[src/rtl/reset_sequencer_pkg.sv]
`default_nettype none
// ============================================================================
// Module      : reset_sequencer_pkg
// Description : Shared state encoding and width helpers for reset_sequencer.
// Revision    : 1.0 - initial release
// ============================================================================
package reset_sequencer_pkg;

    typedef enum logic [1:0] {
        ASSERT  = 2'd0,
        RELEASE = 2'd1,
        GAP     = 2'd2,
        DONE    = 2'd3
    } state_e;

    // One spare bit above the largest terminal value so the counter never wraps.
    function automatic int cnt_width(input int min_assert,
                                     input int gap_cycles,
                                     input int timeout_cycles);
        int m;
        m = min_assert;
        if (gap_cycles + 1 > m) m = gap_cycles + 1;
        if (timeout_cycles > m) m = timeout_cycles;
        return $clog2(m) + 1;
    endfunction

    function automatic int idx_width(input int n_dom);
        return (n_dom > 1) ? $clog2(n_dom) : 1;
    endfunction

endpackage
`default_nettype wire

[src/rtl/reset_sequencer_if.sv]
`default_nettype none
// ============================================================================
// Module      : reset_sequencer_if
// Description : Reset interface between the sequencer and downstream domains.
// Revision    : 1.0 - initial release
// ============================================================================
interface reset_sequencer_if #(
    parameter int N_DOM = 3
) ();
    logic             soft_req;
    logic [N_DOM-1:0] dom_ready;
    logic [N_DOM-1:0] dom_rst_n;
    logic             busy;
    logic             all_ready;
    logic             err;

    modport master (
        input  soft_req,
        input  dom_ready,
        output dom_rst_n,
        output busy,
        output all_ready,
        output err
    );

    modport slave (
        output soft_req,
        output dom_ready,
        input  dom_rst_n,
        input  busy,
        input  all_ready,
        input  err
    );
endinterface
`default_nettype wire

[src/rtl/bit_sync_2ff.sv]
`default_nettype none
// ============================================================================
// Module      : bit_sync_2ff
// Description : Per-bit two-flop data synchroniser, async reset to 0.
// Revision    : 1.0 - initial release
// ============================================================================
module bit_sync_2ff #(
    parameter int WIDTH = 1
) (
    input  logic             clk,
    input  logic             arst_n,
    input  logic [WIDTH-1:0] d,
    output logic [WIDTH-1:0] q
);
    logic [WIDTH-1:0] r_meta;
    logic [WIDTH-1:0] r_sync;

    always_ff @(posedge clk or negedge arst_n) begin
        if (!arst_n) begin
            r_meta <= '0;
            r_sync <= '0;
        end else begin
            r_meta <= d;
            r_sync <= r_meta;
        end
    end

    assign q = r_sync;
endmodule
`default_nettype wire

[src/rtl/reset_sequencer.sv]
`default_nettype none
// ============================================================================
// Module      : reset_sequencer
// Description : Ordered reset assertion/release for N_DOM downstream domains.
//               Optional watchdog: define RESET_SEQUENCER_WATCHDOG_EN.
// Revision    : 1.0 - initial release
// ============================================================================
module reset_sequencer
    import reset_sequencer_pkg::*;
#(
    parameter int N_DOM          = 3,
    parameter int MIN_ASSERT     = 16,
    parameter int GAP_CYCLES     = 4,
    parameter int TIMEOUT_CYCLES = 1024
) (
    input  logic              clk,
    input  logic              arst_n,
    reset_sequencer_if.master bus
);
    localparam int c_cnt_w = cnt_width(MIN_ASSERT, GAP_CYCLES, TIMEOUT_CYCLES);
    localparam int c_idx_w = idx_width(N_DOM);

    localparam logic [c_cnt_w-1:0] c_assert_last = c_cnt_w'(MIN_ASSERT - 1);
    localparam logic [c_cnt_w-1:0] c_gap_last    = c_cnt_w'(GAP_CYCLES);
    localparam logic [c_idx_w-1:0] c_idx_last    = c_idx_w'(N_DOM - 1);

    state_e             r_state, w_state_nxt;
    logic [c_idx_w-1:0] r_idx, w_idx_nxt;
    logic [c_cnt_w-1:0] r_cnt, w_cnt_nxt;
    logic [N_DOM-1:0]   r_dom_rst_n, w_dom_rst_n_nxt;
    logic [N_DOM-1:0]   w_rdy_s;
    logic               w_rdy_cur;

`ifdef RESET_SEQUENCER_WATCHDOG_EN
    localparam logic [c_cnt_w-1:0] c_wd_last = c_cnt_w'(TIMEOUT_CYCLES - 1);
    logic [c_cnt_w-1:0] r_wd, w_wd_nxt;
    logic               r_err, w_err_nxt;
`endif

    bit_sync_2ff #(.WIDTH(N_DOM)) u_rdy_sync (
        .clk    (clk),
        .arst_n (arst_n),
        .d      (bus.dom_ready),
        .q      (w_rdy_s)
    );

    // Loop select keeps the index width legal for any N_DOM, including 1.
    always_comb begin
        w_rdy_cur = 1'b0;
        for (int i = 0; i < N_DOM; i++) begin
            if (r_idx == c_idx_w'(i)) w_rdy_cur = w_rdy_s[i];
        end
    end

    always_comb begin
        w_state_nxt = r_state;
        w_idx_nxt   = r_idx;
        w_cnt_nxt   = r_cnt;
`ifdef RESET_SEQUENCER_WATCHDOG_EN
        w_err_nxt   = r_err;
`endif
        if (bus.soft_req) begin
            w_state_nxt = ASSERT;
            w_idx_nxt   = '0;
            w_cnt_nxt   = '0;
        end else begin
            case (r_state)
                ASSERT: begin
                    if (r_cnt == c_assert_last) begin
                        w_state_nxt = RELEASE;
                        w_idx_nxt   = '0;
                        w_cnt_nxt   = '0;
                    end else begin
                        w_cnt_nxt = r_cnt + c_cnt_w'(1);
                    end
                end
                RELEASE: begin
                    if (w_rdy_cur) begin
                        w_state_nxt = GAP;
                        w_cnt_nxt   = '0;
                    end
`ifdef RESET_SEQUENCER_WATCHDOG_EN
                    else if (r_wd == c_wd_last) begin
                        w_state_nxt = ASSERT;
                        w_idx_nxt   = '0;
                        w_cnt_nxt   = '0;
                        w_err_nxt   = 1'b1;
                    end
`endif
                end
                GAP: begin
                    if (r_cnt == c_gap_last) begin
                        w_cnt_nxt = '0;
                        if (r_idx == c_idx_last) begin
                            w_state_nxt = DONE;
                        end else begin
                            w_state_nxt = RELEASE;
                            w_idx_nxt   = r_idx + c_idx_w'(1);
                        end
                    end else begin
                        w_cnt_nxt = r_cnt + c_cnt_w'(1);
                    end
                end
                DONE: begin
                    w_state_nxt = DONE;
                end
                default: begin
                    w_state_nxt = ASSERT;
                    w_idx_nxt   = '0;
                    w_cnt_nxt   = '0;
                end
            endcase
        end
`ifdef RESET_SEQUENCER_WATCHDOG_EN
        // Any entry into RELEASE comes from another state, so this clears on entry.
        w_wd_nxt = (r_state == RELEASE && w_state_nxt == RELEASE) ? r_wd + c_cnt_w'(1) : '0;
`endif
    end

    // Resets are decoded from the next state so each output flop changes with the FSM.
    always_comb begin
        w_dom_rst_n_nxt = '0;
        for (int i = 0; i < N_DOM; i++) begin
            if (w_state_nxt == DONE) begin
                w_dom_rst_n_nxt[i] = 1'b1;
            end else if ((w_state_nxt == RELEASE || w_state_nxt == GAP) &&
                         (c_idx_w'(i) <= w_idx_nxt)) begin
                w_dom_rst_n_nxt[i] = 1'b1;
            end
        end
    end

    always_ff @(posedge clk or negedge arst_n) begin
        if (!arst_n) begin
            r_state     <= ASSERT;
            r_idx       <= '0;
            r_cnt       <= '0;
            r_dom_rst_n <= '0;
`ifdef RESET_SEQUENCER_WATCHDOG_EN
            r_wd        <= '0;
            r_err       <= 1'b0;
`endif
        end else begin
            r_state     <= w_state_nxt;
            r_idx       <= w_idx_nxt;
            r_cnt       <= w_cnt_nxt;
            r_dom_rst_n <= w_dom_rst_n_nxt;
`ifdef RESET_SEQUENCER_WATCHDOG_EN
            r_wd        <= w_wd_nxt;
            r_err       <= w_err_nxt;
`endif
        end
    end

    assign bus.dom_rst_n = r_dom_rst_n;
    assign bus.busy      = (r_state != DONE);
    assign bus.all_ready = (r_state == DONE) && (&w_rdy_s);
`ifdef RESET_SEQUENCER_WATCHDOG_EN
    assign bus.err       = r_err;
`else
    assign bus.err       = 1'b0;
`endif

endmodule
`default_nettype wire
[src/flat_wrapper.sv]
// flat-port wrapper written by rule: the top's interface ports become plain ports
module reset_sequencer_flat import reset_sequencer_pkg::*;
#(
    parameter int N_DOM          = 3,
    parameter int MIN_ASSERT     = 16,
    parameter int GAP_CYCLES     = 4,
    parameter int TIMEOUT_CYCLES = 1024
)
  (clk, arst_n, bus_soft_req, bus_dom_ready, bus_dom_rst_n, bus_busy, bus_all_ready, bus_err);
  reset_sequencer_if #(.N_DOM(N_DOM)) bus_i ();
  input  logic clk;
  input  logic arst_n;
  input wire logic [$bits(bus_i.soft_req)-1:0] bus_soft_req;
  input wire logic [$bits(bus_i.dom_ready)-1:0] bus_dom_ready;
  output wire logic [$bits(bus_i.dom_rst_n)-1:0] bus_dom_rst_n;
  output wire logic [$bits(bus_i.busy)-1:0] bus_busy;
  output wire logic [$bits(bus_i.all_ready)-1:0] bus_all_ready;
  output wire logic [$bits(bus_i.err)-1:0] bus_err;
  assign bus_i.soft_req = bus_soft_req;
  assign bus_i.dom_ready = bus_dom_ready;
  assign bus_dom_rst_n = bus_i.dom_rst_n;
  assign bus_busy = bus_i.busy;
  assign bus_all_ready = bus_i.all_ready;
  assign bus_err = bus_i.err;
  reset_sequencer #(.N_DOM(N_DOM), .MIN_ASSERT(MIN_ASSERT), .GAP_CYCLES(GAP_CYCLES), .TIMEOUT_CYCLES(TIMEOUT_CYCLES)) u_core (.clk(clk), .arst_n(arst_n), .bus(bus_i));
endmodule
[config.mk]
export PLATFORM = sky130hd
export DESIGN_NAME = reset_sequencer_flat
export DESIGN_NICKNAME = d
export VERILOG_FILES = /design/src/rtl/reset_sequencer_pkg.sv /design/src/rtl/reset_sequencer_if.sv /design/src/rtl/bit_sync_2ff.sv /design/src/rtl/reset_sequencer.sv /design/src/flat_wrapper.sv
export SDC_FILE = /design/constraint.sdc
export NUM_CORES = 1
export LEC_CHECK = 0
export ABC_AREA = 0
export ABC_CLOCK_PERIOD_IN_PS = 6640
export BUFFER_PORTS_ARGS = -buffer_cell sky130_fd_sc_hd__buf_2
export CORE_MARGIN = 2
export CORE_UTILIZATION = 45
export CTS_BUF_LIST = sky130_fd_sc_hd__clkbuf_8
export DETAILED_ROUTE_END_ITERATION = 16
export SETUP_SLACK_MARGIN = 0.02
export SLEW_MARGIN = 20
export SYNTH_ARGS = -nofsm -noshare
export SYNTH_HDL_FRONTEND = slang
export SYNTH_HIERARCHICAL = 1
export SYNTH_SLANG_ARGS = --single-unit
export TNS_END_PERCENT = 1
[constraint.sdc]
create_clock -name clk -period 6.64 [get_ports clk]
set_clock_uncertainty 0.1 [all_clocks]
set_input_delay 1.328 -clock clk [delete_from_list [all_inputs] [get_ports clk]]
set_output_delay 1.328 -clock clk [all_outputs]
set_load 0.01 [all_outputs]
After elaboration in Yosys (flattened, before gate mapping)
Index checks and enable logic that the tools add are counted.
{ "totals": {"elab_cells": 58, "input_bits": 6, "out_inout_bits": 6, "ff_bits": 24} }
{ "classes": {"n_lt_le_gt_ge": 3, "n_eq_ne": 12, "reduce_logical": 10, "addsub": 2, "muxes": 25} }
{ "op_table": {"columns": ["cell", "n"], "rows": [
  ["2-to-1 mux 11 bit", 4],
  ["one-hot mux 11 bit (3 select lines)", 1],
  ["2-to-1 mux 2 bit", 9],
  ["adder 11 x 1 -> 11 bit (second input constant)", 1],
  ["== test 11 x 3 -> 1 bit (second input constant)", 1],
  ["== test 11 x 4 -> 1 bit (second input constant)", 1],
  ["== test 2 bit (second input constant)", 5],
  ["2-to-1 mux 1 bit", 9],
  ["one-hot mux 2 bit (4 select lines)", 1],
  ["== test 2 x 1 -> 1 bit (second input constant)", 3],
  ["<= comparator 1 x 2 -> 1 bit (first input constant)", 2],
  ["logical AND 1 bit", 4],
  ["logical NOT 2 bit", 2],
  ["one-hot mux 2 bit (2 select lines)", 1],
  ["nonzero test 4 bit", 1],
  ["!= test 3 x 2 -> 1 bit (second input constant)", 1],
  ["AND reduction 3 bit", 1],
  ["adder 2 x 1 -> 2 bit (second input constant)", 1],
  ["<= comparator 2 bit (first input constant)", 1],
  ["!= test 2 bit (second input constant)", 1],
  ["AND reduction 2 bit", 1],
  ["logical OR 1 bit", 1]
]} }

Longest topological paths before layout
{ "logic_depth": {"depth_word": 12, "mapped_depth": 11, "ltp_nobuf": 11} }

Modules after synthesis
Netlist, hierarchy kept.
{ "by_module_without_submodules": {"columns": ["mod", "area_per_inst_um2", "instances", "cells_per_inst"], "rows": [
  ["reset_sequencer", 1288.7, 1, 140],
  ["bit_sync_2ff", 150.1, 1, 6]
]} }

Least setup slack after synthesis
Ideal clock, no wire load.
{ "synth_path": {"path_kind": "in2reg", "start": "in bus_soft_req", "end": "reg u_core.r_dom_rst_n[1] (netlist: u_core/bus.dom_rst_n[1])", "setup_time_ns": 0.088, "slack_ns": 4.151, "path_stages": 5, "t_arrival_ns": 2.300, "required_ns": 6.452, "n_path_buf": 0, "path_cell_list": "or3_1 > ha_1 > nand2b_1 > and2_1 > a41oi_1"} }
{ "synth_via": {"elab_chain_cells": 6, "elab_cells_between_ends": 10} }
{ "synth_lines": {"columns": ["item", "line_no", "rtl"], "rows": [
  ["start, declared", "flat_wrapper.sv:13", "input wire logic [$bits(bus_i.soft_req)-1:0] bus_soft_req;"],
  ["2-to-1 mux 2 bit", "reset_sequencer.sv:62", "if (bus.soft_req) begin"],
  ["== test 2 x 1 -> 1 bit or == test 2 bit (tied branches)", "reset_sequencer.sv:126", "end else if ((w_state_nxt == RELEASE || w_state_nxt == GAP) &&"],
  ["logical OR 1 bit", "reset_sequencer.sv:126", null],
  ["logical AND 1 bit", "reset_sequencer.sv:126", null],
  ["2-to-1 mux 1 bit", "reset_sequencer.sv:126", null],
  ["2-to-1 mux 1 bit (*)", "reset_sequencer.sv:124", "if (w_state_nxt == DONE) begin"],
  ["via u_core.w_dom_rst_n_nxt[1]", "reset_sequencer.sv:30", "logic [N_DOM-1:0] r_dom_rst_n, w_dom_rst_n_nxt;"],
  ["end signal, assigned", "reset_sequencer.sv:147", "r_dom_rst_n <= w_dom_rst_n_nxt;"],
  ["end, declared", "reset_sequencer.sv:30", null]
]} }
The timed path passes the listed nets; every way through them passes the cells marked *.
A chain may end at the register's enable or synchronous reset.

Worst setup path in the final report
{ "layout_path": {"start": "reg u_core.r_state[1]", "end": "out bus_all_ready"} }
{ "layout_via": {"elab_chain_cells": 2} }
{ "layout_lines": {"columns": ["item", "line_no", "rtl"], "rows": [
  ["start, declared", "reset_sequencer.sv:27", "state_e r_state, w_state_nxt;"],
  ["start signal, assigned", "reset_sequencer.sv:144", "r_state <= w_state_nxt;"],
  ["== test 2 bit", "reset_sequencer.sv:157", "assign bus.all_ready = (r_state == DONE) && (&w_rdy_s);"],
  ["logical AND 1 bit", "reset_sequencer.sv:157", null],
  ["end, declared", "flat_wrapper.sv:17", "output wire logic [$bits(bus_i.all_ready)-1:0] bus_all_ready;"]
]} }
Every way passes these cells.

==> flow_summary.toml <==
[final_layout]
num-nets-final = 174
finalNonFillerCells = 200
fillerInstances = 282
area_growth_pct = 10.3
layout-drive-gt1-share = 0.141
n_antenna_cell = 0
fin_util = 0.520

[worst_hold_path]
worstHoldStart = "u_core/u_rdy_sync/r_meta[2]"
hold_path_end = "u_core/u_rdy_sync/q[2]"
whs_path_depth = 0
hold_path.class = "flop to flop"

[floorplan]
ios = 12
row_count = 20
die_y_um = 60.5
initial_core_util = 0.471
die_w_um = 60.5
dieArea_um2 = 3670
coreArea_um2 = 3050

[clock_tree]
cts_resized = 0
clkTransAtPathRegs_ns = 0.09
htreeDepth = 1
cts_setup_buffers = 0
cts_tree = "built"
cts_inserted_buffers = 3
cts_hold_buf = 0
ctsLongestPathBuffers = 2
cts_num_sinks = 24
root_buffer = "clkbuf_8"
insertion_delay_ns = 0.27

[power]
power_density_nw_per_um2 = 321
p_leak_nw = 0.708
vdd_drop_max_mv = 0.196

[grt]
grt_max_degree = 25
grt_use_total = 0.164
antenna_found_initial = 0
grt_pass1_wl_um = 4520
first_global_vias = 1049
grt-ovfl-total = 0

[routing]
vias_per_cell = 5.50
ant_nets = 0
drt_iter0_drc = 55
drtPass1Iterations = 5
drc_errors = 0
vias = 1099
wl_per_cell_um = 13.1
routed_wl_um = 2630

[flow_run]
cap_violations = 0

[timing]
period_needed_ns = 2.71
hold_viol = 0
clock.fmax_ghz = 0.369
fin_crit_sh = 0.408
timing.setup.tns_ns = 0
rsz0062_at_grt = "no"
whs_ns = 0.257
finalSetupViolations = 0
slew_viol_final = 0
max_slew.worst_pin.slew_ns = 0.881
relSlewSlack = 0.413

[run_status]
outcome = "complete, no violations"

[worst_setup_path]
regToRegSetupSlack_ns = 4.00
r2r_cells = 9
critPathCaptureType = "primary output"
reg2reg_to = "u_core/bus.dom_rst_n[1]"
crit_path_max_incr_delay_ns = 0.45
cp_data_required_time_ns = 5.21
path_class = "flop to primary output"
arrival_ns = 1.28
timing.rr.start = "u_core/r_cnt[7]"
cp-start-kind = "flop"
cp_cell_sequence = "ha_1 > and4_1 > buf_2"
path_delay_family = "flip-flops"
cp_num_buf_inv = 1
cpMaxStageDelayCell = "dfrtp_1"
critical_path.max_fanout = 6

[synthesis]
avgSynthCellArea_um2 = 9.86
ys.warnings.count = 6
synth_cell_types = 46
syn_nets = 163
netlist_instances = 146
seq_area_frac_synth = 0.417
ys_async_sr_fraction = 1.00
synth_ff_type = "dfrtp_1"
synth_edf_count = 0
synth-seq-cells = 24
synth_area_um2 = 1440

[place]
placedCellCount = 196
io_buffers = 10
gp_congestion = 0.853
dp_hpwl_um = 1910
==> worst max-delay path by stage <==
stage                            from                       to  depth (start not counted)  slack, ns
finish              u_core/r_state[1]            bus_all_ready                          3       3.93
global route          u_core/r_cnt[7]  u_core/bus.dom_rst_n[1]                          9       3.77
CTS                 u_core/r_state[1]            bus_all_ready                          3       3.92
detailed placement       bus_soft_req          u_core/r_cnt[9]                          4       3.78
global placement         bus_soft_req          u_core/r_cnt[6]                          4       3.83
floorplan                bus_soft_req  u_core/bus.dom_rst_n[1]                          5       4.15
==> registers in the layout, summed over array words and instances, names as in the netlist <==
signal	cells
u_core/r_idx	2
u_core/r_state	2
u_core/r_cnt	11
u_core/u_rdy_sync/q	3
u_core/bus.dom_rst_n	3
u_core/u_rdy_sync/r_meta	3
==> per-stage QoR <==
step                worst slack (ns)  area (um^2)  total power, mW
CTS                             3.92         1590            0.511
global route                    3.77         1590            0.549
global placement                3.83         1520            0.373
floorplan                       4.15         1440            0.342
finish                          3.93         1590            0.509
detailed placement              3.78         1520            0.380
==> power breakdown <==
group | total (mW) | switching, mW | internal (mW)
Combinational | 0.199 | 0.128 | 0.0717
Sequential | 0.180 | 0.0166 | 0.163
Clock | 0.130 | 0.0495 | 0.0806
Total | 0.509 | 0.194 | 0.315
==> cell usage in the layout, fill, tap and decap left out, drive strengths merged, types with 2 or more instances in the layout <==
master and count:
a21oi 7, and2 3, and3 3, buf 10, clkbuf 3, dfrtp 24, ha 11, inv 10
mux2 2, nand2 17, nand2b 4, nand3 4, nand4 3, nor2 4, nor2b 2, nor3 4
nor4 3, o21ai 10, o21bai 3, o2bb2a 5, o2bb2ai 2, o31ai 3, or3 2
==> synth_stat cells, types with 2 or more instances <==
library cell  count  area [um^2]
dfrtp_1          24          601
nand2_1          17         63.8
ha_1             11          138
inv_1            10         37.5
a21oi_1           7         35.0
o21ai_0           7         35.0
o2bb2a_1          5         50.1
nand2b_1          4         25.0
nand3_1           4         20.0
nor2_1            4         15.0
nor3_1            4         20.0
and2_1            3         18.8
and3_1            3         18.8
o21ai_1           3         15.0
o21bai_1          3         22.5
nand4_1           2         12.5
nor2b_1           2         12.5
nor4_1            2         12.5
o2bb2ai_1         2         17.5
o31ai_2           2         25.0
or3_1             2         12.5
==> cell type report <==
| type | count | area (um^2) | area share |
|---|---|---|---|
| multi-input cells | 108 | 773 | 0.487 |
| flip-flops and latches | 24 | 601 | 0.378 |
| well taps | 44 | 55.1 | 0.0347 |
| repair buffers | 10 | 50.0 | 0.0315 |
| clock buffers | 3 | 41.3 | 0.0260 |
| inverters | 10 | 37.5 | 0.0236 |
| clock inverters | 1 | 30.0 | 0.0189 |
==> per-layer routing <==
layer | track usage | part of all wire | wire (um) | vias up
li1 | - | - | - | 541
met1 | 0.241 | 0.52 | 1370 | 531
met2 | 0.238 | 0.43 | 1130 | 25
met3 | 0.0277 | 0.044 | 116 | 2
met4 | 0.0714 | 0.0030 | 8 | 0
met5 | 0 | 0 | 0 | -
==> cells by family after synthesis <==
| kind of cell | count (synthesis) | share of synthesized area |
|---|---|---|
| AO/OA/AOI/OAI | 38 | 0.203 |
| adder cells (fa/ha/maj) | 11 | 0.0957 |
| buffers and inverters | 14 | 0.0452 |
| flip-flops | 24 | 0.417 |
| multiplexers | 3 | 0.0252 |
| other | 1 | 0.00261 |
| AND/OR/NAND/NOR | 55 | 0.210 |
Power figures use the tool's default switching activity.
